[src/rtl/wb_mem_arbiter.sv]
// Two-master Wishbone pipelined arbiter sharing one memory port.
// Grants whole cyc tenures round-robin; a watchdog aborts tenures stalled on a missing ack.
module wb_mem_arbiter #(
   parameter int AWIDTH  = 32,
   parameter int DWIDTH  = 32,
   parameter int TIMEOUT = 256
) (
   input  logic              clk_i,
   input  logic              rst_i,
   input  logic              m0_cyc_i,
   input  logic              m0_stb_i,
   input  logic              m0_we_i,
   input  logic [AWIDTH-1:0] m0_adr_i,
   input  logic [3:0]        m0_sel_i,
   input  logic [DWIDTH-1:0] m0_dat_i,
   output logic [DWIDTH-1:0] m0_dat_o,
   output logic              m0_ack_o,
   output logic              m0_stall_o,
   output logic              m0_err_o,
   input  logic              m1_cyc_i,
   input  logic              m1_stb_i,
   input  logic              m1_we_i,
   input  logic [AWIDTH-1:0] m1_adr_i,
   input  logic [3:0]        m1_sel_i,
   input  logic [DWIDTH-1:0] m1_dat_i,
   output logic [DWIDTH-1:0] m1_dat_o,
   output logic              m1_ack_o,
   output logic              m1_stall_o,
   output logic              m1_err_o,
   output logic              s_cyc_o,
   output logic              s_stb_o,
   output logic              s_we_o,
   output logic [AWIDTH-1:0] s_adr_o,
   output logic [3:0]        s_sel_o,
   output logic [DWIDTH-1:0] s_dat_o,
   input  logic [DWIDTH-1:0] s_dat_i,
   input  logic              s_ack_i,
   input  logic              s_stall_i,
   output logic [1:0]        grant_o,
   output logic [15:0]       timeouts_o
);

   typedef enum logic [1:0] {S_IDLE, S_OWN0, S_OWN1, S_ABORT} state_t;

   localparam logic [15:0] WDOG_LAST = 16'(TIMEOUT - 1);

   state_t      state, state_d, arb_next;
   logic        last, last_d;
   logic [15:0] wdog, wdog_d, timeouts_d;
   logic [1:0]  err_q, err_d;
   logic        own_cyc;

   // In owning and abort states, last always names the current (or aborted) master.
   assign own_cyc = last ? m1_cyc_i : m0_cyc_i;

   always_comb begin
      arb_next = S_IDLE;
      if (m0_cyc_i && m1_cyc_i) arb_next = last ? S_OWN0 : S_OWN1;
      else if (m0_cyc_i)        arb_next = S_OWN0;
      else if (m1_cyc_i)        arb_next = S_OWN1;
   end

   // NOTE: every signal assigned in always_comb gets a default first, so no latch is inferred.
   always_comb begin
      state_d    = state;
      wdog_d     = '0;
      err_d      = '0;
      timeouts_d = timeouts_o;
      case (state)
         S_IDLE: state_d = arb_next;
         S_OWN0, S_OWN1: begin
            if (!own_cyc) begin
               state_d = arb_next;
            end else if (s_ack_i) begin
               wdog_d = '0;
            end else if (wdog == WDOG_LAST) begin
               state_d      = S_ABORT;
               err_d[last]  = 1'b1;
               if (timeouts_o != 16'hFFFF) timeouts_d = timeouts_o + 16'd1;
            end else begin
               wdog_d = wdog + 16'd1;
            end
         end
         S_ABORT: if (!own_cyc) state_d = arb_next;
         default: state_d = S_IDLE;
      endcase
      last_d = last;
      if (state_d == S_OWN0)      last_d = 1'b0;
      else if (state_d == S_OWN1) last_d = 1'b1;
   end

   // NOTE: sequential state uses non-blocking assignments only.
   always_ff @(posedge clk_i or posedge rst_i) begin
      if (rst_i) begin
         state      <= S_IDLE;
         last       <= 1'b1;
         wdog       <= '0;
         err_q      <= '0;
         timeouts_o <= '0;
      end else begin
         state      <= state_d;
         last       <= last_d;
         wdog       <= wdog_d;
         err_q      <= err_d;
         timeouts_o <= timeouts_d;
      end
   end

   always_comb begin
      s_cyc_o    = 1'b0;
      s_stb_o    = 1'b0;
      s_we_o     = 1'b0;
      s_adr_o    = '0;
      s_sel_o    = '0;
      s_dat_o    = '0;
      m0_ack_o   = 1'b0;
      m1_ack_o   = 1'b0;
      m0_stall_o = 1'b1;
      m1_stall_o = 1'b1;
      grant_o    = 2'b00;
      case (state)
         S_OWN0: begin
            s_cyc_o    = m0_cyc_i;
            s_stb_o    = m0_stb_i;
            s_we_o     = m0_we_i;
            s_adr_o    = m0_adr_i;
            s_sel_o    = m0_sel_i;
            s_dat_o    = m0_dat_i;
            m0_ack_o   = s_ack_i;
            m0_stall_o = s_stall_i;
            grant_o    = 2'b01;
         end
         S_OWN1: begin
            s_cyc_o    = m1_cyc_i;
            s_stb_o    = m1_stb_i;
            s_we_o     = m1_we_i;
            s_adr_o    = m1_adr_i;
            s_sel_o    = m1_sel_i;
            s_dat_o    = m1_dat_i;
            m1_ack_o   = s_ack_i;
            m1_stall_o = s_stall_i;
            grant_o    = 2'b10;
         end
         default: ;
      endcase
   end

   // Read data is broadcast; it is forced low only so every output is quiet in reset.
   assign m0_dat_o = rst_i ? '0 : s_dat_i;
   assign m1_dat_o = rst_i ? '0 : s_dat_i;
   assign m0_err_o = err_q[0];
   assign m1_err_o = err_q[1];

endmodule

[config.mk]
export PLATFORM = sky130hd
export DESIGN_NAME = wb_mem_arbiter
export DESIGN_NICKNAME = d
export VERILOG_FILES = /design/src/rtl/wb_mem_arbiter.sv
export SDC_FILE = /design/constraint.sdc
export NUM_CORES = 1
export LEC_CHECK = 0
export ABC_CLOCK_PERIOD_IN_PS = 2200
export CAP_MARGIN = 15
export CORE_AREA = 2 2 132 134
export CTS_BUF_LIST = sky130_fd_sc_hd__clkbuf_2 sky130_fd_sc_hd__clkbuf_4 sky130_fd_sc_hd__clkbuf_8
export DETAILED_ROUTE_END_ITERATION = 8
export DIE_AREA = 0 0 134 136
export PLACE_DENSITY = 0.58
export SKIP_LAST_GASP = 1
export SLEW_MARGIN = 0
export SYNTH_ARGS = -nofsm -noshare
export SYNTH_HDL_FRONTEND = slang
export SYNTH_SLANG_ARGS = --single-unit
[constraint.sdc]
create_clock -name clk_i -period 2.2 [get_ports clk_i]
set_input_delay 0.44 -clock clk_i [delete_from_list [all_inputs] [get_ports clk_i]]
set_output_delay 0.44 -clock clk_i [all_outputs]
set_load 0.01 [all_outputs]
==> run metrics <==
area of the core region=roughly 17000 µm²; Worst Setup Start Kind=flop; synthesized net count=610; commonest cells in the netlist=sky130_fd_sc_hd__nor2b_1, sky130_fd_sc_hd__a22oi_1, sky130_fd_sc_hd__dfrtp_1, sky130_fd_sc_hd__buf_4, sky130_fd_sc_hd__clkbuf_1; die span in x=between 100 and 150 µm; fraction of power consumed by combinational cells=approximately four fifths; Post-Synthesis Cell Area=3430 µm²; flop and latch count out of synthesis=37; overall track demand over capacity in global routing=~18%; sequence of cells on the critical path=buf_6, ha_4, buf_6, clkbuf_16, buf_6, a22oi_2, nor2b_2, buf_4; Pre-antenna DRT Iters=4; ANT cells=0; Sw Ratio=around two fifths; Peak VDD IR=approximately 0.00062 V; critical path capture point type=output port; Die Y=about 140 µm; max cap viols=0; number of enable-type register cells in the synthesized netlist=0; RePlAce Congestion=0.856; RSZ-0062 raised after global routing=true; average footprint of a synthesized cell=~8 µm²; worst setup timing slack at the placement stage=-0.267 ns; DP Wirelength=14600 µm; Setup Skew=0.0105 ns; critical path data arrival time=roughly 1.8 ns; H-Tree Level Count=2; maximum clock path buffer count=2; clock share of power=under 10%; full die area=~18000 µm²; portion of the post-synthesis area used by sequential elements=27.0%; share of post-route cells with drive strength above 1=a little under 30%; run status=complete, but fails checks; most frequently used cell type in the post-synthesis netlist=sky130_fd_sc_hd__nor2b_1; minimum setup slack in the final design=-0.0810 ns; reported leakage power=~3.3 nW; Tcrit/Tclk final=104%; Detailed Route WL=between 15000 and 20000 µm; placement-stage cell area=roughly 7200 µm²; synthesized netlist cell count=423; DRT antenna net count=0; number of global-route vias before repair=4232; Non-Filler Cell Area, Final=approximately 7700 µm²; average routed wire per standard cell=around 19 µm; Synth top area share=about a quarter; required time at the endpoint of the critical path=between 1.5 and 2 ns; worst slew pin tran=between 0.5 and 0.6 ns; clock tree from TritonCTS=done; top area cells in the synthesized netlist=sky130_fd_sc_hd__dfrtp_1, sky130_fd_sc_hd__nor2b_1, sky130_fd_sc_hd__a22oi_1; leftover overflow at the end of global routing=0; Yosys cell types=35; Initial Utilization=about a fifth; Final #Nets=between 900 and 1k; cell repeated most along the worst path=sky130_fd_sc_hd__buf_6; final core utilization=between 40% and 50%; site row count=48; Worst Hold Slack=between 0.4 and 0.5 ns; Cell Int Power=about 4 mW; total number of vias=around 4.4k; sequential fraction of design power=11.3%; clock buffer count from CTS=5; insertion delay of the later-clocked pin in the worst-skew pair=roughly 0.29 ns; failing checks=setup timing; crit path time final=~2.3 ns; class of the most critical hold timing path=reg -> reg; wire length of the first global-routing pass=approximately 25000 µm; antenna violations before repair=1; Pins Over Slew Limit=0; final routed DRC violation total=0; average vias per placed instance=4.40; largest net degree at the start of global routing=31; Ports=337; Critical Path Slowest Stage Cell=sky130_fd_sc_hd__dfrtp_1; number of design-rule violations left by the first detailed-router iteration=roughly 140; total of buffers placed on input and output ports=336; Post-synth ARST share=between 90% and 100%; warning count from the yosys run=0; Final Power=6.67 mW; layout-stage area growth over the synthesis result=123%; final number of hold-violating endpoints=0; switching power=approximately 2.7 mW; Max FO, Critical Path=7; number of failing setup endpoints in the final timing report=35; P per Cell Area=~870 nW/µm²; clock sink count=37; Setup CP Type=reg -> out; buffer cell driving the clock tree root=sky130_fd_sc_hd__clkbuf_8; CTS clk-pin slew, worst paths=~0.070 ns; max-slew headroom at the worst pin=between 60 and 70%; cell type contributing the most total cell area after synthesis=sky130_fd_sc_hd__dfrtp_1; crit-path max cell delay=0.42 ns; Max Clk Rate=~0.44 GHz; Main synth FF type=sky130_fd_sc_hd__dfrtp_1
-- power by group through the flow --
stage | Clock [mW] | Combinational [mW] | Sequential [mW]
finish | 0.603 | 5.31 | 0.752
floorplan | 0 | 2.04 | 0.762
detailed placement | 0 | 4.80 | 0.761
global placement | 0 | 4.76 | 0.758
global route | 0.654 | 5.63 | 0.757
CTS | 0.627 | 4.72 | 0.748
-- final timing paths --
| check | from | to | slack (ns) | cells after the start |
|---|---|---|---|---|
| max in group asynchronous | rst_i | timeouts_o[12]$_DFFE_PP0P_ | 1.00 | 4 |
| hold / removal | wdog[0]$_DFF_PP0_ | wdog[0]$_DFF_PP0_ | 0.49 | 1 |
| setup / recovery | state[1]$_DFF_PP0_ | s_dat_o[9] | -0.08 | 8 |
| min in group asynchronous | rst_i | err_q[1]$_DFF_PP0_ | 0.69 | 3 |
| setup reg to reg | wdog[13]$_DFF_PP0_ | timeouts_o[8]$_DFFE_PP0P_ | -0.02 | 6 |
| hold reg to reg | wdog[0]$_DFF_PP0_ | wdog[0]$_DFF_PP0_ | 0.49 | 1 |
-- per-layer routing --
layer	wire length, µm	GRT usage (%)	vias to the layer above	share of wire, %
met4	93	2.42	2	0.50
met2	9250	29.7	163	49
met1	7980	23.2	2087	43
li1	-	-	2138	-
met5	13	0	-	0.069
met3	1370	4.88	8	7.3
-- flip-flops by register name (all words and copies together), names as in the netlist --
register / cells
err_q: 2
last: 1
state: 2
timeouts_o: 16
wdog: 16
-- area by class of cell --
cell class                      instances  area (µm²)
Fill cell                            1716        9210
Timing Repair Buffer                  406        3820
Multi-Input combinational cell        313        2480
Sequential cell                        37         927
Tap cell                              225         282
Clock buffer                            5        68.8
Clock inverter                          3        43.8
Inverter                               11        41.3
-- placed cells by master, fill, tap and decap left out, types with 2 or more instances in the layout --
| cell type | n |
|---|---|
| sky130_fd_sc_hd__clkbuf_16 | 4 |
| sky130_fd_sc_hd__a22oi_1 | 26 |
| sky130_fd_sc_hd__ha_4 | 3 |
| sky130_fd_sc_hd__nor3_2 | 2 |
| sky130_fd_sc_hd__nor2b_2 | 12 |
| sky130_fd_sc_hd__nor4_2 | 3 |
| sky130_fd_sc_hd__buf_8 | 2 |
| sky130_fd_sc_hd__dlygate4sd2_1 | 69 |
| sky130_fd_sc_hd__nor2_1 | 21 |
| sky130_fd_sc_hd__nand4_1 | 7 |
| sky130_fd_sc_hd__and3_1 | 3 |
| sky130_fd_sc_hd__nor2b_1 | 90 |
| sky130_fd_sc_hd__dfrtp_1 | 36 |
| sky130_fd_sc_hd__a22oi_2 | 47 |
| sky130_fd_sc_hd__ha_1 | 5 |
| sky130_fd_sc_hd__nand2b_1 | 3 |
| sky130_fd_sc_hd__a21oi_1 | 3 |
| sky130_fd_sc_hd__buf_4 | 45 |
| sky130_fd_sc_hd__and2_1 | 2 |
| sky130_fd_sc_hd__buf_6 | 10 |
| sky130_fd_sc_hd__clkbuf_8 | 5 |
| sky130_fd_sc_hd__inv_2 | 2 |
| sky130_fd_sc_hd__mux2_2 | 2 |
| sky130_fd_sc_hd__clkdlybuf4s50_1 | 197 |
| sky130_fd_sc_hd__xor2_1 | 10 |
| sky130_fd_sc_hd__xnor2_1 | 15 |
| sky130_fd_sc_hd__clkdlybuf4s15_2 | 3 |
| sky130_fd_sc_hd__mux2i_1 | 2 |
| sky130_fd_sc_hd__inv_1 | 9 |
| sky130_fd_sc_hd__nand2_1 | 14 |
| sky130_fd_sc_hd__nand3_1 | 11 |
| sky130_fd_sc_hd__or2_2 | 2 |
| sky130_fd_sc_hd__buf_2 | 23 |
| sky130_fd_sc_hd__clkbuf_2 | 36 |
| sky130_fd_sc_hd__nor3_1 | 5 |
| sky130_fd_sc_hd__buf_12 | 15 |
| sky130_fd_sc_hd__o21ai_0 | 6 |
| sky130_fd_sc_hd__or3_1 | 4 |
-- worst max-delay path, delay by kind of cell (launching register included) --
kind / cells / cell delay (ns)
AO/OA/AOI/OAI: 1 / 0.19
adder cells (fa/ha/maj): 1 / 0.17
buffers and inverters: 5 / 0.68
flip-flops: 1 / 0.42
AND/OR/NAND/NOR: 1 / 0.10
-- cell families after synthesis --
group | Yosys count | share of synthesized area (%)
compound gates | 85 | 18.5
flops | 37 | 27.0
buf+inv | 73 | 11.5
mux | 4 | 1.24
xor+xnor | 25 | 6.38
simple gates | 190 | 32.1
fa+ha+maj | 9 | 3.28
-- metrics by stage --
step	instances	TNS (ns)
after global placement	970	-5.62
after CTS	981	-2.86
final	1000	-1.03
after floorplan	423	0
after global routing	1000	-3.86
after detailed placement	970	-8.08
-- timing repair --
action                                 4_1_cts  5_1_grt
hold buffers                                 0        0
setup endpoints to repair                  146       75
buffers inserted                             2       13
gates cloned                                 1        6
resized for setup                          225      157
endpoints found under the hold margin        0        0
pin swaps                                    4       11
Power figures use the tool's default switching activity.
